--- src/rtl/regfile_2r1w_param_if.sv ---
// Bus bundle for regfile_2r1w_param: byte-enabled write port, two read ports,
// and the bulk-clear request/busy/done handshake.
interface regfile_2r1w_param_if #(
  parameter int DATA_W = 32,
  parameter int ADDR_W = 4
);
  logic                  write_en;
  logic [ADDR_W-1:0]     write_line;
  logic [DATA_W-1:0]     write_data;
  logic [DATA_W/8-1:0]   write_be;
  logic                  write_ready;

  logic                  read_en_a;
  logic [ADDR_W-1:0]     read_line_a;
  logic [DATA_W-1:0]     rdata_a;
  logic                  rvalid_a;

  logic                  read_en_b;
  logic [ADDR_W-1:0]     read_line_b;
  logic [DATA_W-1:0]     rdata_b;
  logic                  rvalid_b;

  logic                  clr_req;
  logic                  clr_busy;
  logic                  clr_done;

  modport master (
    output write_en, write_line, write_data, write_be,
    output read_en_a, read_line_a, read_en_b, read_line_b,
    output clr_req,
    input  write_ready, rdata_a, rvalid_a, rdata_b, rvalid_b,
    input  clr_busy, clr_done
  );

  modport slave (
    input  write_en, write_line, write_data, write_be,
    input  read_en_a, read_line_a, read_en_b, read_line_b,
    input  clr_req,
    output write_ready, rdata_a, rvalid_a, rdata_b, rvalid_b,
    output clr_busy, clr_done
  );
endinterface

--- src/rtl/regfile_2r1w_param.sv ---
// Parametrised 2-read/1-write register file with byte enables, write-to-read
// bypass, optional hardwired-zero entry 0 and a one-entry-per-cycle bulk clear.
module regfile_2r1w_param #(
  parameter int DATA_W   = 32,
  parameter int ADDR_W   = 4,
  parameter bit ZERO_REG = 1'b0
) (
  input  logic                 clk,
  input  logic                 reset_n,
  regfile_2r1w_param_if.slave  bus
);
  localparam int                DEPTH     = 2 ** ADDR_W;
  localparam int                NBYTES    = DATA_W / 8;
  localparam logic [ADDR_W-1:0] LAST_LINE = ADDR_W'(DEPTH - 1);

  typedef enum logic {IDLE = 1'b0, CLEAR = 1'b1} state_t;

  state_t              state_q, state_d;
  logic [ADDR_W-1:0]   clr_cnt_q, clr_cnt_d;
  logic                clr_done_q, clr_done_d;

  logic [DATA_W-1:0]   mem_q [DEPTH];
  logic [DATA_W-1:0]   mem_d [DEPTH];

  logic [DATA_W-1:0]   rdata_a_q, rdata_a_d;
  logic [DATA_W-1:0]   rdata_b_q, rdata_b_d;
  logic                rvalid_a_q, rvalid_b_q;

  logic                busy;
  logic                wr_acc;
  logic                rd_acc_a;
  logic                rd_acc_b;

  function automatic logic [DATA_W-1:0] byte_merge(
    input logic [DATA_W-1:0] old_word,
    input logic [DATA_W-1:0] new_word,
    input logic [NBYTES-1:0] be
  );
    logic [DATA_W-1:0] res;
    res = old_word;
    for (int i = 0; i < NBYTES; i++) begin
      if (be[i]) res[8*i +: 8] = new_word[8*i +: 8];
    end
    return res;
  endfunction

  function automatic logic is_zero_line(input logic [ADDR_W-1:0] line);
    return ZERO_REG && (line == '0);
  endfunction

  assign busy     = (state_q == CLEAR);
  assign wr_acc   = bus.write_en && !busy && !is_zero_line(bus.write_line);
  assign rd_acc_a = bus.read_en_a && !busy;
  assign rd_acc_b = bus.read_en_b && !busy;

  assign bus.write_ready = !busy;
  assign bus.clr_busy    = busy;
  assign bus.clr_done    = clr_done_q;
  assign bus.rdata_a     = rdata_a_q;
  assign bus.rvalid_a    = rvalid_a_q;
  assign bus.rdata_b     = rdata_b_q;
  assign bus.rvalid_b    = rvalid_b_q;

  // Clear sequencer: walks every line once, then pulses done on the return to IDLE.
  always_comb begin
    state_d    = state_q;
    clr_cnt_d  = clr_cnt_q;
    clr_done_d = 1'b0;
    unique case (state_q)
      IDLE: begin
        if (bus.clr_req) begin
          state_d   = CLEAR;
          clr_cnt_d = '0;
        end
      end
      CLEAR: begin
        if (clr_cnt_q == LAST_LINE) begin
          state_d    = IDLE;
          clr_cnt_d  = '0;
          clr_done_d = 1'b1;
        end else begin
          clr_cnt_d = clr_cnt_q + ADDR_W'(1);
        end
      end
      default: state_d = IDLE;
    endcase
  end

  // Writes are never accepted while clearing, so the two updates cannot collide.
  always_comb begin
    mem_d = mem_q;
    if (wr_acc) begin
      mem_d[bus.write_line] = byte_merge(mem_q[bus.write_line], bus.write_data, bus.write_be);
    end
    if (busy) begin
      mem_d[clr_cnt_q] = '0;
    end
  end

  always_comb begin
    rdata_a_d = rdata_a_q;
    if (rd_acc_a) begin
      if (is_zero_line(bus.read_line_a)) begin
        rdata_a_d = '0;
      end else if (wr_acc && (bus.read_line_a == bus.write_line)) begin
        rdata_a_d = byte_merge(mem_q[bus.read_line_a], bus.write_data, bus.write_be);
      end else begin
        rdata_a_d = mem_q[bus.read_line_a];
      end
    end
  end

  always_comb begin
    rdata_b_d = rdata_b_q;
    if (rd_acc_b) begin
      if (is_zero_line(bus.read_line_b)) begin
        rdata_b_d = '0;
      end else if (wr_acc && (bus.read_line_b == bus.write_line)) begin
        rdata_b_d = byte_merge(mem_q[bus.read_line_b], bus.write_data, bus.write_be);
      end else begin
        rdata_b_d = mem_q[bus.read_line_b];
      end
    end
  end

  always_ff @(posedge clk or negedge reset_n) begin
    if (!reset_n) begin
      state_q    <= IDLE;
      clr_cnt_q  <= '0;
      clr_done_q <= 1'b0;
      rdata_a_q  <= '0;
      rdata_b_q  <= '0;
      rvalid_a_q <= 1'b0;
      rvalid_b_q <= 1'b0;
      for (int i = 0; i < DEPTH; i++) begin
        mem_q[i] <= '0;
      end
    end else begin
      state_q    <= state_d;
      clr_cnt_q  <= clr_cnt_d;
      clr_done_q <= clr_done_d;
      rdata_a_q  <= rdata_a_d;
      rdata_b_q  <= rdata_b_d;
      rvalid_a_q <= rd_acc_a;
      rvalid_b_q <= rd_acc_b;
      for (int i = 0; i < DEPTH; i++) begin
        mem_q[i] <= mem_d[i];
      end
    end
  end
endmodule

--- src/flat_wrapper.sv ---
// flat-port wrapper written by rule: the top's interface ports become plain ports
module regfile_2r1w_param_flat 
#(
  parameter int DATA_W   = 32,
  parameter int ADDR_W   = 4,
  parameter bit ZERO_REG = 1'b0
)
  (clk, reset_n, bus_write_en, bus_write_line, bus_write_data, bus_write_be, bus_read_en_a, bus_read_line_a, bus_read_en_b, bus_read_line_b, bus_clr_req, bus_write_ready, bus_rdata_a, bus_rvalid_a, bus_rdata_b, bus_rvalid_b, bus_clr_busy, bus_clr_done);
  regfile_2r1w_param_if #(.DATA_W(DATA_W), .ADDR_W(ADDR_W)) bus_i ();
  input  logic clk;
  input  logic reset_n;
  input wire logic [$bits(bus_i.write_en)-1:0] bus_write_en;
  input wire logic [$bits(bus_i.write_line)-1:0] bus_write_line;
  input wire logic [$bits(bus_i.write_data)-1:0] bus_write_data;
  input wire logic [$bits(bus_i.write_be)-1:0] bus_write_be;
  input wire logic [$bits(bus_i.read_en_a)-1:0] bus_read_en_a;
  input wire logic [$bits(bus_i.read_line_a)-1:0] bus_read_line_a;
  input wire logic [$bits(bus_i.read_en_b)-1:0] bus_read_en_b;
  input wire logic [$bits(bus_i.read_line_b)-1:0] bus_read_line_b;
  input wire logic [$bits(bus_i.clr_req)-1:0] bus_clr_req;
  output wire logic [$bits(bus_i.write_ready)-1:0] bus_write_ready;
  output wire logic [$bits(bus_i.rdata_a)-1:0] bus_rdata_a;
  output wire logic [$bits(bus_i.rvalid_a)-1:0] bus_rvalid_a;
  output wire logic [$bits(bus_i.rdata_b)-1:0] bus_rdata_b;
  output wire logic [$bits(bus_i.rvalid_b)-1:0] bus_rvalid_b;
  output wire logic [$bits(bus_i.clr_busy)-1:0] bus_clr_busy;
  output wire logic [$bits(bus_i.clr_done)-1:0] bus_clr_done;
  assign bus_i.write_en = bus_write_en;
  assign bus_i.write_line = bus_write_line;
  assign bus_i.write_data = bus_write_data;
  assign bus_i.write_be = bus_write_be;
  assign bus_i.read_en_a = bus_read_en_a;
  assign bus_i.read_line_a = bus_read_line_a;
  assign bus_i.read_en_b = bus_read_en_b;
  assign bus_i.read_line_b = bus_read_line_b;
  assign bus_i.clr_req = bus_clr_req;
  assign bus_write_ready = bus_i.write_ready;
  assign bus_rdata_a = bus_i.rdata_a;
  assign bus_rvalid_a = bus_i.rvalid_a;
  assign bus_rdata_b = bus_i.rdata_b;
  assign bus_rvalid_b = bus_i.rvalid_b;
  assign bus_clr_busy = bus_i.clr_busy;
  assign bus_clr_done = bus_i.clr_done;
  regfile_2r1w_param #(.DATA_W(DATA_W), .ADDR_W(ADDR_W), .ZERO_REG(ZERO_REG)) u_core (.clk(clk), .reset_n(reset_n), .bus(bus_i));
endmodule
--- config.mk ---
export PLATFORM = sky130hd
export DESIGN_NAME = regfile_2r1w_param_flat
export DESIGN_NICKNAME = d
export VERILOG_FILES = /design/src/rtl/regfile_2r1w_param_if.sv /design/src/rtl/regfile_2r1w_param.sv /design/src/flat_wrapper.sv
export SDC_FILE = /design/constraint.sdc
export NUM_CORES = 2
export LEC_CHECK = 0
export CELL_PAD_IN_SITES_DETAIL_PLACEMENT = 1
export CELL_PAD_IN_SITES_GLOBAL_PLACEMENT = 1
export CORE_ASPECT_RATIO = 0.6
export CORE_MARGIN = 4
export CORE_UTILIZATION = 25
export DETAILED_ROUTE_END_ITERATION = 10
export PLACE_DENSITY = 0.45
export SKIP_LAST_GASP = 1
export SLEW_MARGIN = 20
export SYNTH_ARGS = -nofsm -noshare
export SYNTH_HDL_FRONTEND = slang
export SYNTH_SLANG_ARGS = --single-unit
--- constraint.sdc ---
create_clock -name clk -period 2.85 [get_ports clk]
set_input_delay 0.4275 -clock clk [delete_from_list [all_inputs] [get_ports clk]]
set_output_delay 0.4275 -clock clk [all_outputs]
set_load 0.05 [all_outputs]
==> impl_metrics.yaml <==
synth:
  synth.area.top_cells: "dfrtp_1 (41%), mux4_2 (22%), a22o_1 (6.4%)"
  synth_nets: 3238
  synth_commonest_cells: "dfrtp_1 (584), mux4_2 (351), nand2_1 (325)"
  synth_xor_area_frac: 0.00219
  async_reset_ff_frac: 1.00
  yosys.area.top_type_share: 0.406
  ys_warn_count: 0
  synth_edf_count: 0
  synth_area_per_cell_um2: 11.3
  yosys.area_share.simple: 0.0926
  synthMuxAreaShare: 0.244
  netlist_area_um2: 36000
  synth_most_common_cell: "dfrtp_1"
  synth_flop_cell: "dfrtp_1"
  ys_seq_elements: 584
  synth.largest_area_cell: "dfrtp_1"
  synth-compound-area-share: 0.209
  synthCells: 3180
  synthAdderAreaFrac: 0.00139
  ys_seq_area_frac: 0.406
  synth_top_family_by_area: "multiplexers"
  synth.distinct_cells: 62
timing:
  fin_crit_sh: 0.847
  worstMarginPinSlew_ns: 1.13
  hold_viol_final: 0
  setup_ws_ns: 0.435
  clock_skew_ns: 0.0267
  max_clock_freq_ghz: 0.414
  drv_slew: 0
  fin_setup_tns_ns: 0
  whs_ns: 0.336
  setup_violations: 0
  grt_setup_unrepaired: "no"
  min_period_ns: 2.42
  slew_headroom: 0.239
layout:
  area_growth_pct: 23.8
  final_cells: 5358
  finalNetCount: 3443
  fin_util: 0.313
  n_fill_cell: 15500
  drive_gt1_frac: 0.264
  stdcell_area_um2: 44500
global_routing:
  grt_pass1_wl_mm: 264
  grt_start_max_net_pins: 70
  grtUsageTotal: 0.246
  grt_overflow: 0
  grt_pass1_vias: 32200
  antenna_found_initial: 20
floorplanning:
  rows: 107
  core_area_um2: 142000
  die_area_um2: 150000
  start_util: 0.253
  ioPinCount: 123
  die_h_um: 302
  die_x_um: 498
routing:
  postRouteAntennaNets: 0
  wirelength_mm: 187
  dr.first_iter.drc_count: 3847
  first_pass_iters: 5
  viasPerCell: 5.94
  wl_per_cell_um: 35.0
  dr_total_vias: 31800
  drcViolationCount: 0
pwr:
  power_leakage_nw: 18.1
  total_power_mw: 31.5
  vdd_drop_max_uv: 374
  p_per_area_nw_per_um2: 706
placed_design:
  port_buffers: 122
  place_inst: 5216
  pre_cts_ws_ns: -0.108
  dp_hpwl_mm: 133
  place_area_um2: 42000
  routabilityCongestion: 0.899
clock_tree:
  cts_made_buffers: 73
  clk_latency_ns: 0.67
  postCtsSetupRepairBufs: 0
  ctsRootBufferMaster: "clkbuf_16"
  path_clk_slew_ns: 0.06
  ctsHoldBuffers: 1
  ctsResizeCount: 0
  clock_path_buffers: 3
  cts.sinks: 584
  htree_levels: 3
  cts_tree: "yes"
critical_path:
  cp-start-kind: "flip-flop"
  path_class: "reg2reg"
  crit_required_ns: 3.43
  cp_max_fo: 12
  worst_ep_arrival_time_ns: 2.99
  crit_path_end_kind: "flip-flop"
run_status:
  outcome: "finished, final reports clean"
hold_path:
  hp-class: "in2async"
flow_run:
  maxCapViolations: 0
[cell families after synthesis]
group,Yosys count
simple gates,712
mux,436
compound gates,1102
xor+xnor,9
flops,584
buf+inv,333
fa+ha+maj,4
[layer usage]
layer,up-vias,wire (um),GRT usage
li1,12700,-,-
met4,0,4110,0.0552
met2,1818,70400,0.313
met3,244,23400,0.0965
met5,-,0,0
met1,17100,89600,0.379
[worst max-delay path: stages, from the launching register on]
cell     delay (ns)
dfrtp_1        0.39
inv_1          0.11
ha_1           0.38
and2_1         0.35
nor2_2         0.71
buf_12         0.24
a22o_1         0.15
[layout by cell type (no fill, tap or decap), drive strengths merged, types with 3 or more instances in the layout]
master         instances
dfrtp                584
o21ai                409
mux4                 351
buf                  342
nand2                325
a22o                 263
a21oi                214
nor2                 152
clkbuf               113
clkdlybuf4s50        110
nor2b                 79
and2                  77
mux2i                 66
a41oi                 64
o31ai                 35
a211oi                28
a22oi                 27
mux2                  19
nand2b                18
o2bb2ai               17
a32o                  16
o21a                  14
nand3                 13
and3                  13
clkinv                13
inv                   11
diode                  8
xnor2                  8
a32oi                  7
nor3b                  7
nor3                   6
and3b                  5
bufinv                 5
ha                     4
or2                    3
o22a                   3
[flip-flops by register name, summed over array words and instances, names as in the netlist]
name	flops
u_core.bus.rdata_b	32
u_core.mem_q	512
u_core.bus.clr_done	1
u_core.bus.rvalid_a	1
u_core.bus.rvalid_b	1
u_core.bus.rdata_a	32
u_core.bus.clr_busy	1
u_core.clr_cnt_q	4
[area by class of cell]
class / instances / area, um^2 / share of cell area
timing repair buffer: 453 / 5030 / 0.113
antenna: 8 / 20.0 / 0.000450
tap: 1907 / 2390 / 0.0536
inverter: 10 / 37.5 / 0.000843
clock inverter: 20 / 231 / 0.00520
sequential: 584 / 14600 / 0.328
clock buffer: 113 / 2240 / 0.0504
multi-input combinational: 2263 / 20000 / 0.448
[worst paths after layout]
| check | startpoint | endpoint | slack [ns] | cells after the start |
|---|---|---|---|---|
| worst max-delay path | u_core.clr_cnt_q[1]$_DFFE_PN0P_ | u_core.mem_q[70]$_DFF_PN0_ | 0.43 | 6 |
| worst min-delay path | reset_n | u_core.bus.rdata_b[8]$_DFFE_PN0P_ | 0.34 | 2 |
| worst max register to register | u_core.clr_cnt_q[1]$_DFFE_PN0P_ | u_core.mem_q[70]$_DFF_PN0_ | 0.43 | 6 |
| worst min register to register | u_core.mem_q[435]$_DFF_PN0_ | u_core.mem_q[435]$_DFF_PN0_ | 0.54 | 2 |
| max in group asynchronous | reset_n | u_core.bus.clr_busy$_DFF_PN0_ | 1.53 | 3 |
| min in group clk | bus_clr_req | u_core.clr_cnt_q[0]$_DFFE_PN0P_ | 0.53 | 2 |
[power breakdown]
group          switching [mW]  internal, mW  total (mW)
Clock                    4.04          5.87        9.91
Combinational            6.14          4.02        10.2
Sequential               1.67          9.72        11.4
Note: power is estimated with default switching activity, not from simulation.
